### src/rtl/activate_diff_stage.sv
// Backprop error-term stage: delta[i] = dC/da[i] * f'(z[i]) in signed Q(data_size-8).8, one element per cycle.
// Optional macro ACT_DIFF_SAT_CNT_EN adds a saturating sat_count output.
module activate_diff_stage #(
    parameter int size                   = 3,
    parameter int data_size              = 16,
    parameter int cost_type_size         = 8,
    parameter int act_type_size          = 4,
    parameter int learning_rate_size     = 16,
    parameter int backprop_controll_size = 66
) (
    input  logic                              clk,
    input  logic                              rst_n,
    input  logic                              in_valid,
    output logic                              in_ready,
    input  logic [data_size*size-1:0]         predict_value,
    input  logic [data_size*size-1:0]         y,
    input  logic [data_size*size-1:0]         z,
    input  logic [data_size*size-1:0]         w,
    input  logic [data_size*size-1:0]         x,
    input  logic [act_type_size-1:0]          act_type,
    input  logic [cost_type_size-1:0]         cost_type,
    input  logic [learning_rate_size-1:0]     learning_rate,
    input  logic [backprop_controll_size-1:0] backprop_controll,
    output logic [data_size*size-1:0]         delta,
    output logic [data_size*size-1:0]         w_out,
    output logic [data_size*size-1:0]         x_out,
    output logic [learning_rate_size-1:0]     learning_rate_out,
    output logic [backprop_controll_size-1:0] backprop_controll_out,
`ifdef ACT_DIFF_SAT_CNT_EN
    output logic [15:0]                       sat_count,
`endif
    output logic                              out_valid,
    input  logic                              out_ready
);

    localparam int CNT_W = (size > 1) ? $clog2(size) : 1;
    localparam int W     = data_size;

    localparam logic signed [W-1:0] D_MAX   = {1'b0, {(W-1){1'b1}}};
    localparam logic signed [W-1:0] D_MIN   = {1'b1, {(W-1){1'b0}}};
    localparam logic signed [W-1:0] ONE     = W'(256);
    localparam logic signed [W-1:0] LEAK    = W'(16);
    localparam logic signed [W-1:0] HS_D    = W'(64);
    localparam logic signed [W-1:0] HS_LIM  = W'(512);
    localparam logic signed [W:0]   G_POS   = (W+1)'(256);
    localparam logic signed [W:0]   G_NEG   = -G_POS;

    typedef enum logic [1:0] {IDLE, COMPUTE, DONE} state_t;

    state_t                     state;
    logic [CNT_W-1:0]           cnt;
    logic [W*size-1:0]          p_p0, y_p0, z_p0;
    logic [act_type_size-1:0]   act_p0;
    logic [cost_type_size-1:0]  cost_p0;

    logic signed [W-1:0]        p_e, y_e, z_e;
    logic signed [W:0]          g_raw;
    logic signed [W-1:0]        g, d;
    logic signed [2*W-1:0]      prod_full, prod_shr;
    logic signed [W-1:0]        prod_q;
    logic                       g_ovf, p_ovf;

    function automatic logic signed [W-1:0] sat_g(input logic signed [W:0] v);
        if (v[W] != v[W-1]) return v[W] ? D_MIN : D_MAX;
        return v[W-1:0];
    endfunction

    function automatic logic prod_overflow(input logic signed [2*W-1:0] v);
        return !((&v[2*W-1:W-1]) || !(|v[2*W-1:W-1]));
    endfunction

    function automatic logic signed [W-1:0] sat_prod(input logic signed [2*W-1:0] v);
        if (prod_overflow(v)) return v[2*W-1] ? D_MIN : D_MAX;
        return v[W-1:0];
    endfunction

    assign in_ready = (state == IDLE);

    // Element select: element 0 is the most significant slice
    always_comb begin
        p_e = '0;
        y_e = '0;
        z_e = '0;
        for (int i = 0; i < size; i++) begin
            if (cnt == CNT_W'(i)) begin
                p_e = $signed(p_p0[W*(size-i)-1 -: W]);
                y_e = $signed(y_p0[W*(size-i)-1 -: W]);
                z_e = $signed(z_p0[W*(size-i)-1 -: W]);
            end
        end
    end

    // Cost gradient at W+1 bits, then saturated
    always_comb begin
        g_raw = '0;
        if (cost_p0 == cost_type_size'(0)) begin
            g_raw = $signed({p_e[W-1], p_e}) - $signed({y_e[W-1], y_e});
        end else if (cost_p0 == cost_type_size'(1)) begin
            if (p_e > y_e)      g_raw = G_POS;
            else if (p_e < y_e) g_raw = G_NEG;
            else                g_raw = '0;
        end
        g_ovf = (g_raw[W] != g_raw[W-1]);
        g     = sat_g(g_raw);
    end

    // Activation derivative
    always_comb begin
        d = '0;
        if (act_p0 == act_type_size'(0)) begin
            d = ONE;
        end else if (act_p0 == act_type_size'(1)) begin
            d = (z_e > 0) ? ONE : '0;
        end else if (act_p0 == act_type_size'(2)) begin
            d = (z_e > 0) ? ONE : LEAK;
        end else if (act_p0 == act_type_size'(3)) begin
            d = ((z_e > -HS_LIM) && (z_e < HS_LIM)) ? HS_D : '0;
        end
    end

    // Product, Q8 realignment and saturation
    always_comb begin
        prod_full = $signed({{W{g[W-1]}}, g}) * $signed({{W{d[W-1]}}, d});
        prod_shr  = prod_full >>> 8;
        p_ovf     = prod_overflow(prod_shr);
        prod_q    = sat_prod(prod_shr);
    end

    always_ff @(posedge clk or negedge rst_n) begin
        if (!rst_n) begin
            state                 <= IDLE;
            cnt                   <= '0;
            out_valid             <= 1'b0;
            p_p0                  <= '0;
            y_p0                  <= '0;
            z_p0                  <= '0;
            act_p0                <= '0;
            cost_p0               <= '0;
            delta                 <= '0;
            w_out                 <= '0;
            x_out                 <= '0;
            learning_rate_out     <= '0;
            backprop_controll_out <= '0;
        end else begin
            case (state)
                IDLE: begin
                    if (in_valid) begin
                        p_p0                  <= predict_value;
                        y_p0                  <= y;
                        z_p0                  <= z;
                        act_p0                <= act_type;
                        cost_p0               <= cost_type;
                        w_out                 <= w;
                        x_out                 <= x;
                        learning_rate_out     <= learning_rate;
                        backprop_controll_out <= backprop_controll;
                        delta                 <= '0;
                        cnt                   <= '0;
                        state                 <= COMPUTE;
                    end
                end
                COMPUTE: begin
                    for (int i = 0; i < size; i++) begin
                        if (cnt == CNT_W'(i)) delta[W*(size-i)-1 -: W] <= prod_q;
                    end
                    if (cnt == CNT_W'(size-1)) begin
                        out_valid <= 1'b1;
                        state     <= DONE;
                    end else begin
                        cnt <= cnt + 1'b1;
                    end
                end
                DONE: begin
                    if (out_ready) begin
                        out_valid <= 1'b0;
                        state     <= IDLE;
                    end
                end
                default: state <= IDLE;
            endcase
        end
    end

`ifdef ACT_DIFF_SAT_CNT_EN
    always_ff @(posedge clk or negedge rst_n) begin
        if (!rst_n) begin
            sat_count <= '0;
        end else if ((state == COMPUTE) && (g_ovf || p_ovf) && (sat_count != 16'hFFFF)) begin
            sat_count <= sat_count + 16'd1;
        end
    end
`endif

endmodule

### config.mk
export PLATFORM = sky130hd
export DESIGN_NAME = activate_diff_stage
export DESIGN_NICKNAME = d
export VERILOG_FILES = /design/src/rtl/activate_diff_stage.sv
export SDC_FILE = /design/constraint.sdc
export NUM_CORES = 1
export LEC_CHECK = 0
export CAP_MARGIN = 0
export CELL_PAD_IN_SITES_DETAIL_PLACEMENT = 0
export CELL_PAD_IN_SITES_GLOBAL_PLACEMENT = 1
export CORE_ASPECT_RATIO = 0.8
export CORE_MARGIN = 4
export CORE_UTILIZATION = 37
export CTS_CLUSTER_DIAMETER = 120
export CTS_CLUSTER_SIZE = 25
export DETAILED_ROUTE_END_ITERATION = 12
export HOLD_SLACK_MARGIN = 0.08
export PLACE_DENSITY_LB_ADDON = 0.3
export SKIP_LAST_GASP = 1
export SLEW_MARGIN = 20
export SYNTH_ARGS = -nofsm -noshare
export SYNTH_HDL_FRONTEND = slang
export SYNTH_SLANG_ARGS = --single-unit
### constraint.sdc
create_clock -name clk -period 9.25 [get_ports clk]
set_clock_uncertainty 0.1 [all_clocks]
set_input_delay 1.3875 -clock clk [delete_from_list [all_inputs] [get_ports clk]]
set_output_delay 1.3875 -clock clk [all_outputs]
set_load 0.02 [all_outputs]
# After elaboration in Yosys (flattened, before gate mapping)
# Index checks and enable logic that the tools add are counted.
[word_totals]
output_inout_bits = 228
elab_cells = 97
regBits = 387
input_bits = 338
[classes]
eq_ne = 15
n_reduce_logical = 18
muxes = 41
n_lt_le_gt_ge = 5
n_addsub = 2
mul = 1
[op_table]
columns = ["operator", "n"]
rows = [
  ["16-bit 2-to-1 mux", 17],
  ["48-bit one-hot mux with 2 select lines", 1],
  ["17-bit 2-to-1 mux", 4],
  ["48-bit 2-to-1 mux", 1],
  ["9-bit 2-to-1 mux", 5],
  ["16-bit by 10-bit multiplier with 26-bit output", 1],
  ["3-bit AND reduction", 6],
  ["16-bit by 16-bit subtractor with 17-bit output", 1],
  ["16-bit by 1-bit greater-than comparator with 1-bit output, second input constant", 1],
  ["16-bit by 10-bit greater-than comparator with 1-bit output, second input constant", 1],
  ["16-bit greater-than comparator", 1],
  ["16-bit by 11-bit < comparator with 1-bit output, second input constant", 1],
  ["16-bit < comparator", 1],
  ["7-bit 2-to-1 mux", 2],
  ["2-bit inequality test, second input constant", 6],
  ["2-bit 2-to-1 mux", 5],
  ["9-bit AND reduction", 1],
  ["9-bit OR reduction", 1],
  ["4-bit by 2-bit equality test with 1-bit output, second input constant", 2],
  ["8-bit by 1-bit equality test with 1-bit output, second input constant", 1],
  ["8-bit zero test", 1],
  ["2-bit one-hot mux with 3 select lines", 1],
  ["2-bit by 1-bit equality test with 1-bit output, second input constant", 2],
  ["2-bit equality test, second input constant", 2],
  ["13 further kinds", 17],
]

# Longest topological paths before layout
# Gate-level depths: netlist of the first run.
[depth]
ltp_word = 19
ltp_mapped = 41
ltp_nobuf = 35

# Least setup slack after synthesis of the first run
# No wires, ideal clock.
[synth_path]
path_kind = "register to register"
start = "register cnt[0]"
end = "register delta[37]"
n_path_buf = 5
period_less_slack_ps = 8027
t_required_ps = 9084
arrival_ps = 7860
setup_ps = 66
slack_ps = 1223
path_stages_with_launch = 35
path_cell_list = "dfrtp_1 > inv_1 > ha_1 > clkbuf_1 > clkbuf_1 > buf_1 > nand2_1 > nor2_1 > a21oi_1 > o21ai_0 > ha_1 > o21a_1 > o31a_1 > o211ai_1 > o21a_1 > buf_2 > nor3_1 > a311oi_1 > o211ai_1 > and2_1 > ha_1 > ha_1 > fa_1 > ha_1 > ha_1 > ha_1 > and3_4 > and3_1 > a211o_1 > o221a_1 > or3_4 > a22oi_2 > buf_4 > and2b_2 > a221o_1"
[synth_between]
elab_chain_len = 19
elab_cells_between_ends = 46
cone_classes = "1 x add/sub; 1 x mul; 5 x order compare; 4 x eq/ne; 28 x mux; 7 x reduce/logical"
[synth_rtl]
columns = ["element", "line_no", "source"]
rows = [
  ["from (decl)", "51", "logic [CNT_W-1:0] cnt;"],
  ["from (signal assigned)", "170", "cnt <= cnt + 1'b1;"],
  ["2-bit zero test", "85, 164", ""],
  ["16-bit 2-to-1 mux (3 in series)", "85", "if (cnt == CNT_W'(i)) begin"],
  ["16-bit < comparator", "100", "else if (p_e < y_e) g_raw = G_NEG;"],
  ["17-bit 2-to-1 mux", "100", ""],
  ["17-bit 2-to-1 mux", "99", "if (p_e > y_e) g_raw = G_POS;"],
  ["17-bit 2-to-1 mux", "98", "end else if (cost_p0 == cost_type_size'(1)) begin"],
  ["17-bit 2-to-1 mux", "96", "if (cost_p0 == cost_type_size'(0)) begin"],
  ["16-bit 2-to-1 mux or 1-bit inequality test (tied branches)", "64", "if (v[W] != v[W-1]) return v[W] ? D_MIN : D_MAX;"],
  ["16-bit 2-to-1 mux or 1-bit 2-to-1 mux (tied branches)", "64", ""],
  ["16-bit 2-to-1 mux", "65", "return v[W-1:0];"],
  ["16-bit by 10-bit multiplier with 26-bit output", "123", "prod_full = $signed({{W{g[W-1]}}, g}) * $signed({{W{d[W-1]}}, d});"],
  ["9-bit OR reduction", "69", "return !((&v[2*W-1:W-1]) || !(|v[2*W-1:W-1]));"],
  ["1-bit zero test", "69", ""],
  ["1-bit logical OR", "69", ""],
  ["16-bit 2-to-1 mux", "74", "return v[W-1:0];"],
  ["16-bit 2-to-1 mux", "164", "if (cnt == CNT_W'(i)) delta[W*(size-i)-1 -: W] <= prod_q;"],
  ["48-bit one-hot mux with 2 select lines", "145", "case (state)"],
  ["to (signal, indexed assignment)", "164", ""],
  ["to (decl)", "24", "output logic [data_size*size-1:0] delta,"],
]
# Parallel ways exist; a longest one is shown, timed or not. The select of a mux whose other input is x is not followed.
# A chain may end at the register's enable or synchronous reset.

# Worst setup path after layout of the first run
[layout_path]
start = "register cnt[1]"
end = "register delta[38]"
# Same word-level chain as after synthesis.

==> results.md, run 1 <==
- Height of the die: approximately 210 um
- WS Path Type: flop to flop
- Synthesized area: about 19000 um^2
- Flop pwr share: roughly a third
- Top FF cell, synth: dfrtp_1
- Comb power frac: 56.4%
- Synth area leader: dfrtp_1
- Die area: 54840 um^2
- Final setup fails: 0
- CTS tree: built
- Worst-skew pair later-pin latency: about 0.55 ns
- Chip width: between 200 and 300 um
- Max-slew violation count: 0
- Routed WL: approximately 63000 um
- Worst Path Arrival: roughly 9 ns
- Final HPWL DP: 49040 um
- Cell Pwr Density: approximately 340 nW/um^2
- Core footprint: around 50000 um^2
- Status: finished, final reports clean
- Vias/cell: just over 5
- GP Congestion: approximately 0.83
- Total congestion overflow: 0
- Most frequent cell on the critical path: ha_1
- Post-synth EDFFs: 0
- Peak Freq: between 100 and 150 MHz
- Synth top area cells: dfrtp_1 (51%), mux2_2 (20%), ha_1 (6.7%)
- Total track usage: between 20% and 30%
- Count leader, synth: dfrtp_1
- P_int: just over 5 mW
- Pre-Repair DR Iteration Count: 5
- Worst Slack Setup Final: a little over 0.6 ns
- CTS Hold Bufs: 0
- Crit path max fanout: 39
- Synth cell count leaders: dfrtp_1 (387), mux2_2 (333), nand2_1 (117)
- Crit path required time: 9.64 ns
- DRT iter0 DRCs: 756
- Net Sw Frac: between 40% and 50%
- Post-route DRC: 0
- Max stage delay on crit path: 0.56 ns
- H-tree depth: 1
- CP Capture Type: flop
- Yosys warns: 0
- Post-synthesis sequential area ratio: 51.18%
- Ports: approximately 570
- Antenna Violating Nets Remaining: 0
- Via count: roughly 14000
- CTS buffer count: 19
- RSZ-0062 raised after global routing: false
- Worst-margin pin slew: between 0.9 and 1 ns
- Sw power: 3.736 mW
- Max-Cap Viols: 0
- Worst ir drop on vdd: approximately 190 uV
- Hold WC Path Type: flop to flop
- Drt wl/cell: approximately 22 um
- Max-slew headroom: a little over a third
- Largest net degree at the start of global routing: 152
- Share of cells above drive strength 1: 18.44%
- Final period util: 93.47%
- Clock sinks: a little under 400
- Vias in the first global route: approximately 15000
- First-pass GRT wire length: approximately 94000 um
- Layout area overhead: 36.74%
- FFs w/ async S/R, synth: between 90% and 100%
- Lkg Pwr: 11.17 nW
- Minimum clock period: about 8.6 ns
- Pre-CTS WS: 0.2466 ns
- Initial Util: a little under two fifths
- Slowest-stage cell, CP: a311oi_1
- Library cells used by synthesis: 69
- Post-layout nets: 2565
- Avg Cell Area, Syn: 11.91 um^2
- Clk pin slew, worst setup/hold paths: roughly 0.11 ns
- Critical Path Source Type: flop
- Root buf cell: clkbuf_16
- Hold WS: about 0.40 ns
- Top cell type's share of synthesized area: between 50% and 60%
- Max clock buf depth: 3
- Port Buffers: approximately 570
- Syn_nets: ~2000
- Initial antenna violation count: 23
- Fin Setup TNS: 0 ns
- Rows: between 70 and 80
- Final Hold Vio Count: 0
- Yosys reg bits: approximately 390
- Cells after Synth: around 1600
- Clock power share: a little over a tenth
-- cell type report --
| class | instances | area [um^2] |
|---|---|---|
| diodes | 16 | 40.04 |
| clock buffers | 19 | 475.5 |
| clock inverters | 3 | 50.05 |
| fillers | 4367 | 24270 |
| inverters | 57 | 214.0 |
| multi-input cells | 1064 | 8742 |
| flip-flops and latches | 387 | 9684 |
| well taps | 675 | 844.6 |
| repair buffers | 580 | 5823 |
-- path summary, 6_finish.rpt --
path,from,to,slack (ns),cells after the start
worst max register to register,cnt[1],delta[38],0.60,30
worst min-delay path,delta[17],delta[17],0.40,2
max in group asynchronous,rst_n,w_out[40],6.71,2
worst max-delay path,cnt[1],delta[38],0.60,30
min in group asynchronous,rst_n,w_out[28],0.77,1
worst min register to register,delta[17],delta[17],0.40,2
-- metal layers --
metal,vias to the layer above,wire length [um],GRT usage (%)
li1,6659,-,-
met1,7230,26230,28.81
met2,366,30720,37.23
met3,71,4377,6.811
met4,14,1378,5.347
met5,-,93,0
-- through the flow --
stage	instance area (um^2)	total power, mW	utilization (%)	instances
floorplan	18920	5.969	-	1589
global placement	25260	7.853	50.38	2760
detailed placement	25260	7.944	50.38	2760
CTS	25790	8.965	51.42	2782
global route	25860	9.505	51.57	2796
finish	25870	8.915	51.60	2801
-- sequential cells by signal (all words and copies together) (netlist names), 16 cells and up --
signal and count:
z_p0 48, y_p0 48, learning_rate_out 16, w_out 48, backprop_controll_out 66, p_p0 48
delta 48, x_out 48
-- cell families (layout without fill, tap and decap cells) --
logic type	count (synthesis)	count (layout)	share of synthesized area (%)
DFF	387	387	51.18
and+or+nand+nor	345	345	8.371
muxes	334	334	19.87
AOI/OAI and AO/OA	243	243	8.213
buffers and inverters	138	659	2.804
adders and majority gates	118	118	8.477
xor gates and xnor gates	23	23	1.065
other	1	17	0.01982
-- cells in the final DEF, fill, tap and decap left out, types with 6 or more instances in the layout --
cell type / count
inv_1: 56
fa_1: 17
a21oi_1: 81
clkbuf_16: 19
and2_1: 21
o211ai_1: 11
nor2_1: 103
ha_1: 98
o21a_1: 12
clkdlybuf4s50_1: 564
a221o_1: 19
a211oi_1: 7
dfrtp_1: 387
nand2_1: 117
xor2_1: 11
nor2b_1: 11
nand3_1: 26
mux2_2: 333
nor3_1: 20
diode_2: 16
o21ai_0: 59
and3_1: 6
buf_4: 11
a31oi_1: 11
a21o_1: 9
nand3b_1: 6
xnor2_1: 12
-- worst max-delay path, delay by kind of cell, from the launching register on --
kind | cells | cell delay, ns
AO/OA/AOI/OAI | 12 | 3.15
AND/OR/NAND/NOR | 8 | 1.73
buffers and inverters | 2 | 0.42
adder cells (fa/ha/maj) | 8 | 2.75
flip-flops | 1 | 0.41
-- power by group through the flow --
stage	logic, mW	clock network [mW]	registers, mW
after floorplan	2.64	0	3.32
after global placement	4.94	0	2.92
after detailed placement	5.00	0	2.94
after CTS	5.03	1.02	2.92
after global routing	5.41	1.07	3.02
final	5.02	0.974	2.92
-- repair_timing --
action                                 in CTS  in global routing
resized for setup                           0                  4
endpoints found under the hold margin       0                  0
setup endpoints to repair                   0                 42
setup buffers                               0                  3
Power figures use the tool's default switching activity.
==> run 2: changes to the inputs <==
--- a/config.mk
+++ b/config.mk
@@ -5,7 +5,7 @@
 export SDC_FILE = /design/constraint.sdc
 export NUM_CORES = 1
 export LEC_CHECK = 0
-export CAP_MARGIN = 0
+export CAP_MARGIN = 20
 export CELL_PAD_IN_SITES_DETAIL_PLACEMENT = 0
 export CELL_PAD_IN_SITES_GLOBAL_PLACEMENT = 1
 export CORE_ASPECT_RATIO = 0.8
==> results of run 2 <==
No change in the layout: final DEF, timing and power equal those of run 1.
==> run 3: changes to the inputs <==
--- a/config.mk
+++ b/config.mk
@@ -5,19 +5,19 @@
 export SDC_FILE = /design/constraint.sdc
 export NUM_CORES = 1
 export LEC_CHECK = 0
+export ABC_AREA = 1
 export CAP_MARGIN = 20
 export CELL_PAD_IN_SITES_DETAIL_PLACEMENT = 0
 export CELL_PAD_IN_SITES_GLOBAL_PLACEMENT = 1
 export CORE_ASPECT_RATIO = 0.8
 export CORE_MARGIN = 4
-export CORE_UTILIZATION = 37
+export CORE_UTILIZATION = 35
 export CTS_CLUSTER_DIAMETER = 120
 export CTS_CLUSTER_SIZE = 25
 export DETAILED_ROUTE_END_ITERATION = 12
 export HOLD_SLACK_MARGIN = 0.08
 export PLACE_DENSITY_LB_ADDON = 0.3
 export SKIP_LAST_GASP = 1
-export SLEW_MARGIN = 20
 export SYNTH_ARGS = -nofsm -noshare
 export SYNTH_HDL_FRONTEND = slang
 export SYNTH_SLANG_ARGS = --single-unit
==> constraint.sdc (replaced) <==
create_clock -name clk -period 9.25 [get_ports clk]
set_clock_uncertainty 0.1 [all_clocks]
set_input_delay 1.85 -clock clk [delete_from_list [all_inputs] [get_ports clk]]
set_output_delay 1.85 -clock clk [all_outputs]
set_load 0.02 [all_outputs]
==> run 3 against run 2 <==
Compared with the run above: via count is 23% higher; area after synthesis is 2.2% higher; critical path depth is 10 higher; clock-buffer cell count is 2 higher; hold slack worse by 0.012 ns; non-clock buffer count is 1 higher; maximum frequency is 5.1% higher; register-to-register slack better by 0.42 ns; setup slack better by 0.42 ns; sequential share of layout area is 0.35 points lower; flip-flop and latch count stayed put; cell area is 0.95% higher; critical path type unchanged; critical endpoint is now delta[45]; highest routed layer unchanged.
==> results.md, run 3 <==
- Synth area leader: dfrtp_1
- Finished Layout Cells: about 3700
- Most frequent cells in the layout: nand2_1 (1314), clkdlybuf4s50_1 (564), dfrtp_1 (387)
- Initial antenna violation count: 13
- Power, Total: ~9.1 mW
- FFs w/ async S/R, synth: 100.0%
- Top FF cell, synth: dfrtp_1
- Vias in the first global route: roughly 18000
- Worst Slack Setup Final: a little over 1 ns
- Final HPWL DP: between 50000 and 60000 um
- Die area: about 59000 um^2
- Chip width: 270.8 um
- GP Congestion: 0.8667
- Core footprint: between 50000 and 60000 um^2
- Status: finished, final reports clean
- Worst Path Arrival: 8.62 ns
- Crit path required time: slightly below 10 ns
- CTS buffer count: 19
- Via count: between 15000 and 20000
- CTS Hold Bufs: 0
- Max-Cap Viols: 0
- Sequential standard cell area: approximately 9700 um^2
- Synth top area cells: dfrtp_1 (50%), nand2_1 (26%), ha_1 (6.5%)
- Max stage delay on crit path: 0.53 ns
- RSZ-0062 raised after global routing: false
- Syn_nets: 2906
- Max-slew violation count: 0
- WS Path Type: flop to flop
- Cell Area, Placed: roughly 26000 um^2
- Synthesized area: just under 20000 um^2
- Total congestion overflow: 0
- Lkg Pwr: about 14 nW
- Commonest non-fill, non-tap cell in the layout: nand2_1
- Root buf cell: clkbuf_16
- Post-synth EDFFs: 0
- Post-layout nets: between 3000 and 4000
- Worst r2r dst: delta[45]
- Worst ir drop on vdd: about 220 uV
- Final period util: 88.92%
- Largest net degree at the start of global routing: about 230
- Count leader, synth: nand2_1
- Post-route DRC: 0
- Height of the die: approximately 220 um
- Slowest-stage cell, CP: fa_1
- Ports: between 500 and 600
- Hold depth: 2
- Hold endpoint: cost_p0[2]
- Port Buffers: between 500 and 600
- Rows: 76
- First-pass GRT wire length: 106800 um
- Area of the multi-input gates: roughly 9000 um^2
- Minimum clock period: between 8 and 9 ns
- R2R setup slack: 1.02 ns
- Hold WC Path Type: flop to flop
- Drt wl/cell: around 19 um
- FF-to-FF path depth: 40
- Vias/cell: ~4.8
- CP Capture Type: flop
- Fin Setup TNS: 0 ns
- Antenna Violating Nets Remaining: 0
- Cells after Synth: 2450
- Fillers: 5247
- Layout area overhead: 35.02%
- Fin util: around half
- Crit path max fanout: 35
- Yosys reg bits: 387
- H-tree depth: 1
- Largest Register: backprop_controll_out
- Synth cell count leaders: nand2_1 (1315), dfrtp_1 (387), nor2_1 (111)
- Post-synthesis sequential area ratio: around half
- Placed Cells: 3664
- Top cell type's share of synthesized area: approximately half
- Library cells used by synthesis: 47
- Pre-Repair DR Iteration Count: 5
- Final setup fails: 0
- Share of cells above drive strength 1: ~2.3%
- Total track usage: 22.94%
- CTS tree: built
- Yosys warns: 0
- Initial Util: 35.63%
- Max-slew headroom: roughly 28%
- Finished Cell Area: roughly 26000 um^2
- Pre-CTS WS: about 1.1 ns
- Cell Pwr Density: about 350 nW/um^2
- Worst-skew pair later-pin latency: 0.56 ns
- Most frequent cell on the critical path: nand2_1
- Reg2reg start: cnt[0]
- Avg Cell Area, Syn: between 7 and 8 um^2
- DRT iter0 DRCs: between 1000 and 1500
- Max clock buf depth: 3
- Post-CTS resize count: 0
- Hold WS: roughly 0.38 ns
- Final Hold Vio Count: 0
- Peak Freq: ~120 MHz
- Number of flip-flops under the largest register name: 66
- Post-CTS Setup Repair Bufs: 0
- Hold_sp: cost_p0[2]
- Worst-margin pin slew: ~1.1 ns
- Critical Path Source Type: flop
- Clock sinks: between 300 and 400
- Routed WL: approximately 70000 um
- Clk pin slew, worst setup/hold paths: ~0.10 ns
run 3: cell types whose count changed in the layout (fill, tap and decap cells not counted), moves of 9 or more:
cell | previous run | this run
a31oi_1 | 11 | 2
a221o_1 | 19 | 1
o21ai_0 | 59 | 35
inv_1 | 56 | 106
nor3_1 | 20 | 4
o21a_1 | 12 | 2
a22oi_1 | 0 | 17
mux2_2 | 333 | 0
nand3_1 | 26 | 93
o211ai_1 | 11 | 1
and2_1 | 21 | 2
nor2b_1 | 11 | 0
a21oi_1 | 81 | 59
nand2_1 | 117 | 1314
run 3: cells by family after synthesis:
logic type,synth area share (%)
other cells,0.01939
xor+xnor,0.9961
compound gates,4.159
flops,50.06
simple gates,31.66
buf+inv,4.812
fa+ha+maj,8.292
run 3: worst max path at each step:
stage,startpoint,endpoint,slack (ns),depth (start not counted)
floorplan,cnt[0],delta[42],2.42,40
global placement,cnt[0],delta[33],1.26,38
detailed placement,cnt[0],delta[44],1.07,38
CTS,cnt[0],delta[45],1.05,38
global route,cnt[0],delta[14],0.31,40
finish,cnt[0],delta[45],1.02,40
run 3: final cells by class:
cell class	instances	area share, %
Antenna cell	11	0.1054
Timing Repair Buffer	581	22.18
Tap cell	741	3.550
Sequential cell	387	37.08
Inverter	113	1.662
Clock buffer	21	1.887
Multi-Input combinational cell	1842	33.46
Clock inverter	2	0.07665
run 3: where the power goes:
part	switching (mW)	internal [mW]	leakage, nW
combinational	3.21	1.99	8.42
clock	0.565	0.387	0.253
sequential	0.471	2.47	4.87
total	4.24	4.85	13.5
run 3: critical path: cells and delay by family (launching register included):
family	cells	cell delay [ns]
adders and majority gates	9	3.01
and+or+nand+nor	22	2.56
buffers and inverters	5	1.08
AOI/OAI and AO/OA	4	0.96
DFF	1	0.40
run 3: layer usage:
| metal | share of wire (%) | up-vias | global-route usage [%] |
|---|---|---|---|
| met3 | 5.6 | 60 | 5.137 |
| met2 | 51 | 430 | 41.12 |
| met1 | 42 | 8499 | 28.78 |
| li1 | - | 8588 | - |
| met5 | 0.049 | - | 0 |
| met4 | 2.0 | 6 | 4.215 |
